$ cat src/rtl/exc_pkg.sv
// Shared definitions for the exception/interrupt sequencer.
//   - ExcCode constants written into Cause.ExcCode
//   - default exception entry address
//   - sequencer state encoding
//   - helper: which codes also update BadVAddr
package exc_pkg;

  localparam logic [4:0] EXC_INT  = 5'd0;
  localparam logic [4:0] EXC_ADEL = 5'd4;
  localparam logic [4:0] EXC_ADES = 5'd5;
  localparam logic [4:0] EXC_RI   = 5'd10;
  localparam logic [4:0] EXC_OV   = 5'd12;

  localparam logic [31:0] VECTOR_DEFAULT = 32'h0000_4180;

  typedef enum logic [1:0] {
    StIdle   = 2'd0,
    StTrap   = 2'd1,
    StSettle = 2'd2
  } exc_state_e;

  // Address-error traps are the only ones that record the faulting address.
  function automatic logic is_addr_err(input logic [4:0] code);
    return (code == EXC_ADEL) || (code == EXC_ADES);
  endfunction

endpackage

$ cat src/rtl/exc_prio.sv
// Trigger priority encoder for the exception sequencer (purely combinational).
// Ports:
//   i_valid     M stage holds a real instruction
//   i_int_p     qualified interrupt pending
//   i_exception exception flag carried to M
//   i_exc_code  ExcCode carried to M
//   i_eret      eret in M
//   o_trig      some event is taken this cycle
//   o_is_eret   the taken event is an eret
//   o_code      ExcCode of the taken event (EXC_INT for eret, unused there)
module exc_prio
  import exc_pkg::*;
(
  input  logic       i_valid,
  input  logic       i_int_p,
  input  logic       i_exception,
  input  logic [4:0] i_exc_code,
  input  logic       i_eret,
  output logic       o_trig,
  output logic       o_is_eret,
  output logic [4:0] o_code
);

  always_comb begin
    o_trig    = 1'b0;
    o_is_eret = 1'b0;
    o_code    = EXC_INT;
    // Bubbles never trap; a pending interrupt waits for a real instruction.
    if (i_valid) begin
      if (i_int_p) begin
        o_trig = 1'b1;
        o_code = EXC_INT;
      end else if (i_exception) begin
        o_trig = 1'b1;
        o_code = i_exc_code;
      end else if (i_eret) begin
        o_trig    = 1'b1;
        o_is_eret = 1'b1;
      end
    end
  end

endmodule

$ cat src/rtl/exc_ctrl.sv
// Exception/interrupt sequencer for the 5-stage pipeline.
// Picks one event per trap (interrupt > exception > eret) from the M stage,
// kills the M instruction, then runs TRAP (commit + flush + redirect) and
// SETTLE (flush only) before looking at triggers again.
// Ports:
//   clk, reset                    clock, synchronous active-high reset
//   ValidM, ExceptionM, ExcM      M-stage validity, exception flag and code
//   PCM, BDM, BadVAddrM           M-stage PC, delay-slot flag, faulting address
//   EretM                         eret in M
//   HWInt, IM, IE, EXL            interrupt lines and CP0 status bits
//   EPCIn                         current CP0 EPC (eret target)
//   KillM                         suppress M write / W writeback (combinational)
//   ExcCommit, EretCommit         one-cycle CP0 strobes
//   EPCOut, ExcCodeOut, BDOut     registered values for EPC / Cause
//   BadVAddrOut, BadVAddrWe       registered BadVAddr value and its enable
//   Flush, Redirect, RedirectPC   pipeline flush and PC override
//   Busy                          sequencer not idle
module exc_ctrl
  import exc_pkg::*;
#(
  parameter logic [31:0] VECTOR = VECTOR_DEFAULT
) (
  input  logic        clk,
  input  logic        reset,
  input  logic        ValidM,
  input  logic        ExceptionM,
  input  logic [4:0]  ExcM,
  input  logic [31:0] PCM,
  input  logic        BDM,
  input  logic [31:0] BadVAddrM,
  input  logic        EretM,
  input  logic [5:0]  HWInt,
  input  logic [5:0]  IM,
  input  logic        IE,
  input  logic        EXL,
  input  logic [31:0] EPCIn,
  output logic        KillM,
  output logic        ExcCommit,
  output logic        EretCommit,
  output logic [31:0] EPCOut,
  output logic [4:0]  ExcCodeOut,
  output logic        BDOut,
  output logic [31:0] BadVAddrOut,
  output logic        BadVAddrWe,
  output logic        Flush,
  output logic        Redirect,
  output logic [31:0] RedirectPC,
  output logic        Busy
);

  exc_state_e  r_state;
  exc_state_e  w_state_nxt;
  logic [31:0] r_epc;
  logic [4:0]  r_code;
  logic        r_bd;
  logic [31:0] r_badvaddr;
  logic        r_eret;

  logic        w_int_p;
  logic        w_trig;
  logic        w_is_eret;
  logic [4:0]  w_code;
  logic        w_take;
  logic [31:0] w_epc;

  // EXL masks interrupts only; exceptions are still taken under EXL.
  assign w_int_p = (|(HWInt & IM)) & IE & ~EXL;

  exc_prio u_prio (
    .i_valid     (ValidM),
    .i_int_p     (w_int_p),
    .i_exception (ExceptionM),
    .i_exc_code  (ExcM),
    .i_eret      (EretM),
    .o_trig      (w_trig),
    .o_is_eret   (w_is_eret),
    .o_code      (w_code)
  );

  assign w_take = (r_state == StIdle) && w_trig && !reset;

  // A delay-slot instruction restarts at its branch.
  assign w_epc = BDM ? (PCM - 32'd4) : PCM;

  always_ff @(posedge clk) begin
    if (reset) begin
      r_state    <= StIdle;
      r_epc      <= '0;
      r_code     <= '0;
      r_bd       <= 1'b0;
      r_badvaddr <= '0;
      r_eret     <= 1'b0;
    end else begin
      r_state <= w_state_nxt;
      if (w_take) begin
        r_epc      <= w_epc;
        r_code     <= w_code;
        r_bd       <= BDM;
        r_badvaddr <= BadVAddrM;
        r_eret     <= w_is_eret;
      end
    end
  end

  always_comb begin
    w_state_nxt = r_state;
    KillM       = 1'b0;
    ExcCommit   = 1'b0;
    EretCommit  = 1'b0;
    BadVAddrWe  = 1'b0;
    Flush       = 1'b0;
    Redirect    = 1'b0;
    RedirectPC  = '0;
    unique case (r_state)
      StIdle: begin
        if (w_take) begin
          KillM       = 1'b1;
          w_state_nxt = StTrap;
        end
      end
      StTrap: begin
        Flush    = 1'b1;
        Redirect = 1'b1;
        if (r_eret) begin
          EretCommit = 1'b1;
          RedirectPC = EPCIn;
        end else begin
          ExcCommit  = 1'b1;
          RedirectPC = VECTOR;
          BadVAddrWe = is_addr_err(r_code);
        end
        w_state_nxt = StSettle;
      end
      StSettle: begin
        // Squash the wrong-path fetch issued while redirecting.
        Flush       = 1'b1;
        w_state_nxt = StIdle;
      end
      default: w_state_nxt = StIdle;
    endcase
    // Outputs read as idle while reset is held, even mid-sequence.
    if (reset) begin
      ExcCommit  = 1'b0;
      EretCommit = 1'b0;
      BadVAddrWe = 1'b0;
      Flush      = 1'b0;
      Redirect   = 1'b0;
      RedirectPC = '0;
    end
  end

  assign Busy        = (r_state != StIdle) && !reset;
  assign EPCOut      = r_epc;
  assign ExcCodeOut  = r_code;
  assign BDOut       = r_bd;
  assign BadVAddrOut = r_badvaddr;

endmodule

$ cat config.mk
export PLATFORM = sky130hd
export DESIGN_NAME = exc_ctrl
export DESIGN_NICKNAME = d
export VERILOG_FILES = /design/src/rtl/exc_pkg.sv /design/src/rtl/exc_prio.sv /design/src/rtl/exc_ctrl.sv
export SDC_FILE = /design/constraint.sdc
export NUM_CORES = 1
export LEC_CHECK = 0
export CORE_MARGIN = 2
export CORE_UTILIZATION = 30
export CTS_CLUSTER_SIZE = 10
export DETAILED_ROUTE_END_ITERATION = 6
export GPL_TIMING_DRIVEN = 0
export PLACE_DENSITY = 0.65
export SLEW_MARGIN = 20
export SYNTH_ARGS = -nofsm -noshare
export SYNTH_HDL_FRONTEND = slang
export SYNTH_SLANG_ARGS = --single-unit
$ cat constraint.sdc
create_clock -name clk -period 2.7 [get_ports clk]
set_clock_uncertainty 0.2 [all_clocks]
set_input_delay 0.405 -clock clk [delete_from_list [all_inputs] [get_ports clk]]
set_output_delay 0.405 -clock clk [all_outputs]
set_load 0.01 [all_outputs]
# == Yosys cells after proc, flatten, opt, wreduce, memory -nomap -nowiden ==
# Cells that the tools add are included.
# op_classes
muxes,31
reduce_logical,9
n_bitwise,4
eq_ne,5
n_addsub,1
# op_table
operator,count
$mux 32,4
$sub 32x3->32 const B,1
$mux 1,22
$mux 5,3
$eq 5x3->1 const B,2
$and 6x6->6,1
$reduce_or 6->1,1
$pmux 2 s2,1
$logic_and 1x1->1,3
$and 1x1->1,2
$eq 2x1->1 const B,1
$eq 2x2->1 const B,1
$logic_not 2->1,1
$mux 2,1
$ne 2x2->1 const B,1
$reduce_bool 2->1,1
$reduce_or 2->1,1
$logic_not 1->1,1
$logic_or 1x1->1,1
$not 1->1,1
# word_totals
out_inout_bits,109
ff_bits,73
inputBits,121
elab_cells,56

# == Longest topological paths before layout ==
# Gate-level depths: netlist of the first run.
# depth
ltp_word,10
depth_mapped,10
depth_no_buf,8

# == Modules after synthesis ==
# Synthesis of the first run repeated with hierarchy kept, for this count alone.
# unflattened
hier_cells,440
hier_area_um2,3492.1
# by_module_without_submodules
mod,seq_area_each_um2,cells_each,area_per_inst_um2,instances
exc_ctrl,1461.4,433,3415.8,1
exc_prio,0.0,7,76.3,1

# == Least setup slack after synthesis of the first run ==
# Ideal clock, no wire load.
# synth_path
path_kind,input to output
from,in HWInt[3]
to,out KillM
path_stages,6
arrival_ns,1.440
slack_ns,0.655
required_time_ns,2.095
path_buffers,2
cell_sequence,a22oi_1 > a311oi_1 > o31ai_1 > inv_2 > buf_2 > buf_2
# synth_via
elab_chain_len,10
# synth_lines
item,line_no,text
start: declaration,exc_ctrl.sv:32,"input logic [5:0] HWInt,"
$and 6x6->6,exc_ctrl.sv:67,assign w_int_p = (|(HWInt & IM)) & IE & ~EXL;
$reduce_or 6->1,exc_ctrl.sv:67,
$and 1x1->1 (2 in series),exc_ctrl.sv:67,
$mux 1,exc_prio.sv:30,if (i_int_p) begin
$mux 1,exc_prio.sv:29,if (i_valid) begin
$logic_and 1x1->1 (2 in series),exc_ctrl.sv:80,assign w_take = (r_state == StIdle) && w_trig && !reset;
$mux 1,exc_ctrl.sv:116,if (w_take) begin
$mux 1,exc_ctrl.sv:114,unique case (r_state)
end: declaration,exc_ctrl.sv:37,"output logic KillM,"
# Every way passes these cells.

# == Worst setup path in the final report of the first run ==
# layout_path
from,reg r_state[1]
to,out RedirectPC[30]
# layout_via
elab_chain_len,3
# layout_lines
item,line_no,text
start: declaration,exc_ctrl.sv:51,exc_state_e r_state;
start signal: assignment,exc_ctrl.sv:87,r_state <= StIdle;
start signal: assignment,exc_ctrl.sv:94,r_state <= w_state_nxt;
$eq 2x1->1,exc_ctrl.sv:114,
$mux 32,exc_ctrl.sv:114,
$mux 32,exc_ctrl.sv:142,if (reset) begin
end: declaration,exc_ctrl.sv:47,"output logic [31:0] RedirectPC,"
# Every way passes these cells.

==> summary.md, run 1 <==
| Metric | Value |
|---|---|
| EDFF count, synth | `0` |
| Post-CTS Hold Buffers | `0` |
| Met2 usage | `0.3689` |
| # DRC | `0` |
| Critical path class | `reg2out` |
| CTS buffer count | `9` |
| Worst IR Drop VDD | `0.0003281 V` |
| IO buf count | `227` |
| F_max | `0.3854 GHz` |
| Yosys reg bits | `73` |
| Max_slew headroom | `0.5266` |
| Clock transition at the registers of the reported paths | `0.05 ns` |
| Die width | `113.4 um` |
| Leading area contributor after synthesis | `dfxtp_1` |
| CP Cell Sequence | `inv_1, ha_2, nand2b_4, nor2_4, buf_4, and2_1, clkdlybuf4s50_1` |
| Avg WL per Cell | `16.53 um` |
| Crit path required time | `2.10 ns` |
| Worst-skew pair later-pin latency | `0.32 ns` |
| Finished Layout Cells | `820` |
| Largest net degree at the start of global routing | `14` |
| Tightest Pin Transition | `0.7036 ns` |
| Avg Inst Size Synth | `8.290 um2` |
| Netlist Area Pre-Place | `0.003590 mm2` |
| Slowest-stage cell, CP | `clkdlybuf4s50_1` |
| GRT met3 Usage | `0.05154` |
| Routability Congestion | `0.8249` |
| Unrepaired setup endpoints after global routing | `false` |
| Initial Utilization | `0.3104` |
| CP peak stage delay | `0.56 ns` |
| Period minus WS final | `2.595 ns` |
| Total power | `3.010 mW` |
| Synth warn | `0` |
| Area Overhead vs Synth | `79.40%` |
| Seq/Total Area, Yosys | `0.4071` |
| CP delay by family, top | `buffers and inverters` |
| Leak | `2.421 nW` |
| Max-Cap Viols | `0` |
| Number of global-route vias before repair | `3,881` |
| Clk sinks | `73` |
| All-Layer GR Usage | `0.1995` |
| Final wirelength | `13,560 um` |
| GRT Residual Overflow | `0` |
| Number of cell rows | `39` |
| Buffers plus inverters on the worst setup path | `3` |
| Synth area leaders | `dfxtp_1 41%, nand2_1 8.4%, a21oi_1 5.3%` |
| Die area | `0.01286 mm2` |
| Final setup viols | `0` |
| First-pass GRT wire length | `20,240 um` |
| Pins Over Slew Limit | `0` |
| Critical path peak fanout | `10` |
| Final-stage net count | `797` |
| Busiest grt layer | `met2` |
| H-tree Lvls | `3` |
| Number of placed I/O pins | `230` |
| Share of cells above drive strength 1 | `0.09158` |
| First-pass iteration count of the detailed router | `5` |
| Arrival time worst endpoint | `1.99 ns` |
| Fin crit share | `0.9610` |
| Status | `complete, no violations` |
| Final Util | `0.5569` |
| Synth top area share | `0.4071` |
| Final Hold Viols | `0` |
| Commonest cells in the synthesized netlist | `80 x nand2_1, 73 x dfxtp_1, 48 x nor2_1` |
| ANT cells | `0` |
| Post-synth top flop | `dfxtp_1` |
| Via density per instance | `4.848` |
| Number of placed cells counting well taps | `803` |
| Setup_tns | `0 ns` |
| Startpoint Class | `flop` |
| Die extent in y | `113.4 um` |
| Root Buffer | `clkbuf_16` |
| CTS tree | `yes` |
| Asr flop ratio synth | `0` |
| Via count | `3,975` |
| CP Capture Type | `output pin` |
| Pwr dens | `467.4 mW/mm2` |
| Hold Crit Class | `reg2reg` |
| Dpl hpwl | `11,030 um` |
| Clock buffer depth | `2` |
| Initial antenna violation count | `0` |
| Final ANT Viol Nets | `0` |
| Gate Count Post-Synth | `433` |
| Syn_nets | `558` |
| Cell variety after synth | `45` |
| Grt met1 use | `0.2189` |
| Most frequent cell after synthesis | `nand2_1` |
| Core Area | `0.01156 mm2` |
| 1st-iter DRT viols | `110` |
## logic make-up after synthesis
| logic type | Yosys count | synth area share |
|---|---|---|
| AO/OA/AOI/OAI | 82 | 0.1645 |
| XOR/XNOR | 26 | 0.06344 |
| adder cells (fa/ha/maj) | 4 | 0.01394 |
| buffers and inverters | 39 | 0.05542 |
| flip-flops | 73 | 0.4071 |
| multiplexers | 1 | 0.002789 |
| AND/OR/NAND/NOR | 208 | 0.2928 |
## worst reg2reg max path, stage by stage, from the launching register on
cell and delay (ns):
dfxtp_1 0.31, inv_1 0.09, ha_1 0.26, nand2_1 0.07, nor2_1 0.14, o31ai_2 0.10
inv_2 0.11, buf_4 0.22, clkbuf_1 0.45, nor2_1 0.10, a211oi_2 0.21
## final cells by class
class / count / area [um2]
Buffer: 29 / 183.9
Clock buffer: 14 / 274.0
Clock inverter: 2 / 35.03
Fill cell: 1090 / 5125
Inverter: 9 / 33.78
Multi-Input combinational cell: 321 / 1968
Sequential cell: 73 / 1463
Tap cell: 143 / 178.9
Timing Repair Buffer: 229 / 2303
## state kept, by name (all words and copies together), names as in the netlist
name	flops
r_state	2
BadVAddrOut	32
ExcCodeOut	5
EPCOut	32
r_eret	1
BDOut	1
## metrics by stage
| stage | setup WS (ns) | area [um2] | hold WS (ns) |
|---|---|---|---|
| floorplan | 0.6546 | 3590 | 0.2437 |
| global placement | -0.8543 | 6041 | 0.2414 |
| detailed placement | -0.8544 | 6041 | 0.2455 |
| CTS | 0.01028 | 6386 | 0.2534 |
| global route | 0.001597 | 6440 | 0.2642 |
| finish | 0.1052 | 6440 | 0.2512 |
## layer usage
metal	up-vias	wire (um)
li1	1960	-
met1	1844	5204
met2	155	6958
met3	16	1140
met4	0	255
met5	-	0
## worst paths after layout
path,from,depth (start not counted),slack (ns),endpoint
worst min-delay path,BadVAddrOut[13],2,0.25,BadVAddrOut[13]
worst max-delay path,r_state[1],7,0.11,RedirectPC[30]
worst min register to register,BadVAddrOut[13],2,0.25,BadVAddrOut[13]
worst max register to register,r_state[1],10,0.37,EPCOut[28]
## layout by cell type (no fill, tap or decap), types with 6 or more instances in the layout
cell type,netlist,layout
xnor2_1,8,8
a211oi_2,13,13
dlymetal6s2s_1,0,9
and2_1,29,29
a22oi_1,8,6
nor2_1,48,47
nand4_1,8,8
a21oi_1,38,38
a211oi_1,13,13
clkdlybuf4s50_1,0,216
clkbuf_1,14,12
xor2_1,18,18
dfxtp_1,73,72
nand2_1,80,80
nor3_1,11,11
clkbuf_16,0,9
inv_1,8,8
## what timing repair did
item / in CTS / in global routing
pin swaps: 1 / 2
gates resized for setup: 14 / 23
buffers inserted: 1 / 1
setup endpoints to repair: 33 / 30
cloned: 0 / 0
## where the power goes
group | total, mW | switching (mW) | internal, mW
registers | 1.17 | 0.0337 | 1.14
logic | 0.623 | 0.268 | 0.355
clock network | 1.21 | 0.422 | 0.790
total | 3.01 | 0.724 | 2.29
Note: power is estimated with default switching activity, not from simulation.
==> run 2: changes to the inputs <==
==> constraint.sdc (replaced) <==
create_clock -name clk -period 3 [get_ports clk]
set_clock_uncertainty 0.2 [all_clocks]
set_input_delay 0.45 -clock clk [delete_from_list [all_inputs] [get_ports clk]]
set_output_delay 0.45 -clock clk [all_outputs]
set_load 0.01 [all_outputs]
==> run 2 against run 1 <==
Via count up 0.38%. Global-route usage is essentially flat. Final cell count shrank 0.24%. Combinational power decreased by 11%. Sequential cell count stayed put. Critical path type is now in2out. Hold slack hardly changed. Critical path depth is 1 lower.
==> summary.md, run 2 (same netlist as run 1, synthesis figures left out) <==
| Metric | Value |
|---|---|
| Layout fillers | `1,103 (was 1,090)` |
| Number of placed I/O pins | `230 (unchanged)` |
| RR Endpoint | `EPCOut[28] (unchanged)` |
| Pwr dens | `423.9 mW/mm2 (was 467.4 mW/mm2)` |
| Via density per instance | `4.878 (was 4.848)` |
| Clk sinks | `73 (unchanged)` |
| Share of cells above drive strength 1 | `0.08000 (was 0.09158)` |
| Clock transition at the registers of the reported paths | `0.05 ns (about the same)` |
| Final ANT Viol Nets | `0 (unchanged)` |
| Hold Crit Class | `reg2reg (unchanged)` |
| Multi-input logic area | `0.001946 mm2 (was 0.001968 mm2)` |
| CTS buffer count | `9 (unchanged)` |
| Routability Congestion | `0.8249 (unchanged)` |
| Worst IR Drop VDD | `0.0002947 V (was 0.0003281 V)` |
| # DRC | `0 (unchanged)` |
| H-tree Lvls | `3 (unchanged)` |
| Core Area | `0.01156 mm2 (unchanged)` |
| Max_slew headroom | `0.5265 (was 0.5266)` |
| Arrival time worst endpoint | `2.25 ns (was 1.99 ns)` |
| Die area | `0.01286 mm2 (unchanged)` |
| WHS Path Cells | `2 (unchanged)` |
| Worst Hold End | `BadVAddrOut[6] (was BadVAddrOut[13])` |
| Crit path required time | `2.35 ns (was 2.10 ns)` |
| Number of cell rows | `39 (unchanged)` |
| All-Layer GR Usage | `0.1992 (was 0.1995)` |
| Max-Cap Viols | `0 (unchanged)` |
| Min-delay src | `BadVAddrOut[6] (was BadVAddrOut[13])` |
| Startpoint Class | `primary input (was flop)` |
| Worst-case reg-to-reg path depth | `10 (unchanged)` |
| 1st-iter DRT viols | `123 (was 110)` |
| Pins Over Slew Limit | `0 (unchanged)` |
| Fin crit share | `0.9663` |
| Die extent in y | `113.4 um (unchanged)` |
| Tightest Pin Transition | `0.7037 ns (was 0.7036 ns)` |
| First-pass GRT wire length | `20,210 um (was 20,240 um)` |
| Register area | `0.001461 mm2 (was 0.001463 mm2)` |
| Final Hold Viols | `0 (unchanged)` |
| Clock buffer depth | `2 (unchanged)` |
| Initial Utilization | `0.3104 (unchanged)` |
| Area Overhead vs Synth | `77.87% (was 79.40%)` |
| Setup_tns | `0 ns (unchanged)` |
| Number of global-route vias before repair | `3,870 (was 3,881)` |
| Most common cell after layout, fill and taps aside | `clkdlybuf4s50_1 (unchanged)` |
| Worst-skew pair later-pin latency | `0.32 ns (about the same)` |
| GRT Residual Overflow | `0 (unchanged)` |
| Critical path class | `in2out (was reg2out)` |
| Register-to-Register Setup Slack | `0.68 ns (was 0.37 ns)` |
| Largest net degree at the start of global routing | `20 (was 14)` |
| Hold WS | `0.2515 ns (was 0.2512 ns)` |
| Period minus WS final | `2.899 ns` |
| ANT cells | `0 (unchanged)` |
| Initial antenna violation count | `0 (unchanged)` |
| Final wirelength | `13,490 um (was 13,560 um)` |
| First-pass iteration count of the detailed router | `4 (was 5)` |
| Critical path peak fanout | `10 (unchanged)` |
| Avg WL per Cell | `16.49 um (was 16.53 um)` |
| Most frequent cells in the layout | `225 x clkdlybuf4s50_1, 80 x nand2_1, 73 x dfxtp_1 (was 216 x clkdlybuf4s50_1, 80 x nand2_1, 72 x dfxtp_1)` |
| Final-stage net count | `795 (was 797)` |
| Root Buffer | `clkbuf_16 (unchanged)` |
| CP Capture Type | `output pin (unchanged)` |
| FF-to-FF Start | `r_state[1] (unchanged)` |
| Status | `complete, no violations (unchanged)` |
| Final setup viols | `0 (unchanged)` |
| CTS tree | `yes (unchanged)` |
| Dpl hpwl | `11,030 um (unchanged)` |
| IO buf count | `227 (unchanged)` |
| Die width | `113.4 um (unchanged)` |
| Via count | `3,990 (was 3,975)` |
| Unrepaired setup endpoints after global routing | `false (unchanged)` |
| Leak | `2.261 nW (was 2.421 nW)` |
| F_max | `0.3450 GHz` |
## run 2: layer usage
layer	global-route usage	share of wire	vias up
met1	0.2182	0.39	1858
met5	0	0	-
li1	-	-	1962
met4	0.07480	0.019	0
met3	0.05313	0.083	16
met2	0.3673	0.51	154
## run 2: worst max-delay path, stage by stage
cell             delay [ns]
clkdlybuf4s50_1        0.52
nand2b_4               0.21
nor2_2                 0.13
clkbuf_4               0.21
and2_1                 0.14
clkdlybuf4s50_1        0.59
## run 2: cell type report
cell class / instances / area share
timing repair buffer: 228 / 0.3572
multi-input combinational: 321 / 0.3047
sequential: 73 / 0.2289
clock buffer: 14 / 0.04292
tap: 143 / 0.02802
buffer: 28 / 0.02743
clock inverter: 2 / 0.005487
inverter: 9 / 0.005291
## run 2: worst max-delay path by stage
stage              from             end  slack (ns)  cells after the start
2_1_floorplan  HWInt[3]           KillM        0.86                      6
3_3_place_gp   HWInt[3]           KillM       -0.64                      8
3_5_place_dp   HWInt[3]           KillM       -0.64                      8
4_1_cts           reset  RedirectPC[30]        0.02                      6
5_1_grt           reset  RedirectPC[16]        0.03                      6
6_report          reset  RedirectPC[16]        0.10                      6
## run 2: report_power, final
| group | switching, mW | internal, mW | total (mW) |
|---|---|---|---|
| logic | 0.239 | 0.318 | 0.557 |
| registers | 0.0303 | 1.03 | 1.06 |
| clock network | 0.382 | 0.711 | 1.09 |
## run 2: what timing repair did
action                                  4_1_cts  5_1_grt
buffers inserted                              1        0
hold buffers                                  0        0
gates cloned                                  0        0
endpoints found under the setup margin       31       26
gates resized for setup                      10        6
hold endpoints to repair                      0        0
pin swaps                                     1        0
## run 2: per-stage QoR
stage | std cells | area (um2) | setup slack [ns] | util | power (mW)
after global routing | 818 | 6385 | 0.03280 | 0.5521 | 2.825
after detailed placement | 803 | 6041 | -0.6444 | 0.5223 | 1.633
after CTS | 818 | 6370 | 0.02422 | 0.5508 | 2.736
final | 818 | 6385 | 0.1011 | 0.5521 | 2.707
after floorplan | 433 | 3590 | 0.8646 | - | 1.283
after global placement | 803 | 6041 | -0.6443 | 0.5223 | 1.623
==> run 3: changes to the inputs <==
--- a/config.mk
+++ b/config.mk
@@ -5,7 +5,8 @@
 export SDC_FILE = /design/constraint.sdc
 export NUM_CORES = 1
 export LEC_CHECK = 0
-export CORE_MARGIN = 2
+export CAP_MARGIN = 40
+export CORE_MARGIN = 10
 export CORE_UTILIZATION = 30
 export CTS_CLUSTER_SIZE = 10
 export DETAILED_ROUTE_END_ITERATION = 6
==> run 3 against run 2 <==
Clock-buffer cell count is 3 lower. Worst setup slack better by 0.13 ns. Non-clock buffer count is 1 higher. Routed wire length is 12% higher. Final area is 0.27% higher. Hold slack worse by 0.0011 ns. Clock power is 8% higher. Register-to-register slack worse by 0.02 ns.
==> summary.md, run 3 (same netlist as run 1, synthesis figures left out) <==
| Metric | Value |
|---|---|
| Final-stage net count | `796 (was 795)` |
| Final Hold Viols | `0 (unchanged)` |
| Clock buffer depth | `2 (unchanged)` |
| PnR worst setup slack | `0.2276 ns (was 0.1011 ns)` |
| DR WL met3 | `1532 um (was 1115 um)` |
| Via count | `3,898 (was 3,990)` |
| Clk sinks | `73 (unchanged)` |
| Arrival time worst endpoint | `2.12 ns (was 2.25 ns)` |
| Clock transition at the registers of the reported paths | `0.05 ns (about the same)` |
| Most common cell after layout, fill and taps aside | `clkdlybuf4s50_1 (unchanged)` |
| Period minus WS final | `2.772 ns (was 2.899 ns)` |
| Die extent in y | `129.4 um (was 113.4 um)` |
| Core Area | `0.01156 mm2 (unchanged)` |
| Final Util | `0.5536 (was 0.5521)` |
| Area Overhead vs Synth | `78.35% (was 77.87%)` |
| Hold Crit Class | `reg2reg (unchanged)` |
| Dpl hpwl | `12,500 um (was 11,030 um)` |
| WHS Path Cells | `2 (unchanged)` |
| 1st-iter DRT viols | `91 (was 123)` |
| Setup_tns | `0 ns (unchanged)` |
| CTS buffer count | `9 (unchanged)` |
| ANT cells | `0 (unchanged)` |
| Worst IR Drop VDD | `0.0002894 V (was 0.0002947 V)` |
| Routability Congestion | `0.8439 (was 0.8249)` |
| IO buf count | `227 (unchanged)` |
| Number of global-route vias before repair | `3,950 (was 3,870)` |
| Leak | `2.258 nW (was 2.261 nW)` |
| First-pass iteration count of the detailed router | `4 (unchanged)` |
| Met2 routed WL | `7511 um (was 6823 um)` |
| Final setup viols | `0 (unchanged)` |
| H-tree Lvls | `3 (unchanged)` |
| Metal1 wirelength | `5858 um (was 5294 um)` |
| CP Capture Type | `output pin (unchanged)` |
| # DRC | `0 (unchanged)` |
| Initial Utilization | `0.3104 (unchanged)` |
| Unrepaired setup endpoints after global routing | `false (unchanged)` |
| CTS tree | `yes (unchanged)` |
| Register-to-Register Setup Slack | `0.66 ns (was 0.68 ns)` |
| GRT Residual Overflow | `0 (unchanged)` |
| Pwr dens | `436.8 mW/mm2 (was 423.9 mW/mm2)` |
| First-pass GRT wire length | `22,370 um (was 20,210 um)` |
| Most frequent cells in the layout | `225 x clkdlybuf4s50_1, 80 x nand2_1, 73 x dfxtp_1 (unchanged)` |
| Startpoint Class | `primary input (unchanged)` |
| Critical path class | `in2out (unchanged)` |
| Fin crit share | `0.9241 (was 0.9663)` |
| Final ANT Viol Nets | `0 (unchanged)` |
| Share of cells above drive strength 1 | `0.08432 (was 0.08000)` |
| Hold WS | `0.2504 ns (was 0.2515 ns)` |
| Status | `complete, no violations (unchanged)` |
| Die area | `0.01674 mm2 (was 0.01286 mm2)` |
| Avg WL per Cell | `18.43 um (was 16.49 um)` |
| All-Layer GR Usage | `0.1696 (was 0.1992)` |
| Via density per instance | `4.759 (was 4.878)` |
| Max_slew headroom | `0.5391 (was 0.5265)` |
| Uppermost routed layer | `met5 (was met4)` |
| Largest net degree at the start of global routing | `20 (unchanged)` |
| Initial antenna violation count | `1 (was 0)` |
| Min-delay src | `BadVAddrOut[14] (was BadVAddrOut[6])` |
| Pins Over Slew Limit | `0 (unchanged)` |
| Root Buffer | `clkbuf_16 (unchanged)` |
| Worst-skew pair later-pin latency | `0.32 ns (about the same)` |
| Die width | `129.4 um (was 113.4 um)` |
| FF-to-FF Start | `r_state[1] (unchanged)` |
| Crit path required time | `2.35 ns (about the same)` |
| Tightest Pin Transition | `0.6850 ns (was 0.7037 ns)` |
| Critical path peak fanout | `10 (unchanged)` |
| Number of placed I/O pins | `230 (unchanged)` |
| F_max | `0.3607 GHz (was 0.3450 GHz)` |
| Number of cell rows | `39 (unchanged)` |
| Final wirelength | `15,090 um (was 13,490 um)` |
| Pre-CTS setup slack | `-0.6114 ns (was -0.6444 ns)` |
| Worst-case reg-to-reg path depth | `10 (unchanged)` |
| Max-Cap Viols | `0 (unchanged)` |
| RR Endpoint | `EPCOut[23] (was EPCOut[28])` |
| Worst Hold End | `BadVAddrOut[14] (was BadVAddrOut[6])` |
## run 3: power breakdown
part           internal (mW)  total [mW]  switching [mW]  leakage [nW]
clock                  0.771        1.18           0.411         0.162
combinational          0.317       0.559           0.242          1.50
sequential              1.03        1.06          0.0298         0.596
total                   2.11        2.80           0.682          2.26
## run 3: how the worst max path moves through the flow
stage | end | from | slack, ns
finish | KillM | HWInt[0] | 0.23
floorplan | KillM | HWInt[3] | 0.86
CTS | RedirectPC[25] | reset | 0.03
global placement | KillM | HWInt[2] | -0.63
detailed placement | KillM | HWInt[1] | -0.61
global route | KillM | HWInt[1] | 0.10
## run 3: final cells by class
| class | instances | area (um2) |
|---|---|---|
| flip-flops and latches | 73 | 1461 |
| repair buffers | 229 | 2288 |
| clock buffers | 11 | 252.7 |
| multi-input cells | 321 | 1943 |
| fillers | 1095 | 5162 |
| well taps | 143 | 178.9 |
| plain buffers | 28 | 166.4 |
| inverters | 9 | 33.78 |
| clock inverters | 5 | 77.57 |
## run 3: critical path, cell delays in order
cell	delay [ns]
clkdlybuf4s50_1	0.40
a22oi_1	0.24
a311oi_2	0.17
o31ai_2	0.26
inv_2	0.10
buf_4	0.20
dlygate4sd2_1	0.30
## run 3: layer usage
metal | track usage | up-vias
li1 | - | 1965
met1 | 0.1796 | 1767
met3 | 0.06158 | 11
met5 | 0 | -
met4 | 0.05753 | 2
met2 | 0.3053 | 153
## run 3: stage by stage
stage               power [mW]  instance area [um2]  instances
finish                   2.796                 6402        819
global route             2.924                 6402        819
CTS                      2.834                 6400        819
detailed placement       1.637                 6041        803
global placement         1.627                 6041        803
floorplan                1.283                 3590        433
## run 3: timing repair
item                       CTS  global route
setup endpoints to repair   32            14
pin swaps                    1             0
hold buffers                 0             0
resized for setup           10             1
buffers inserted             2             0
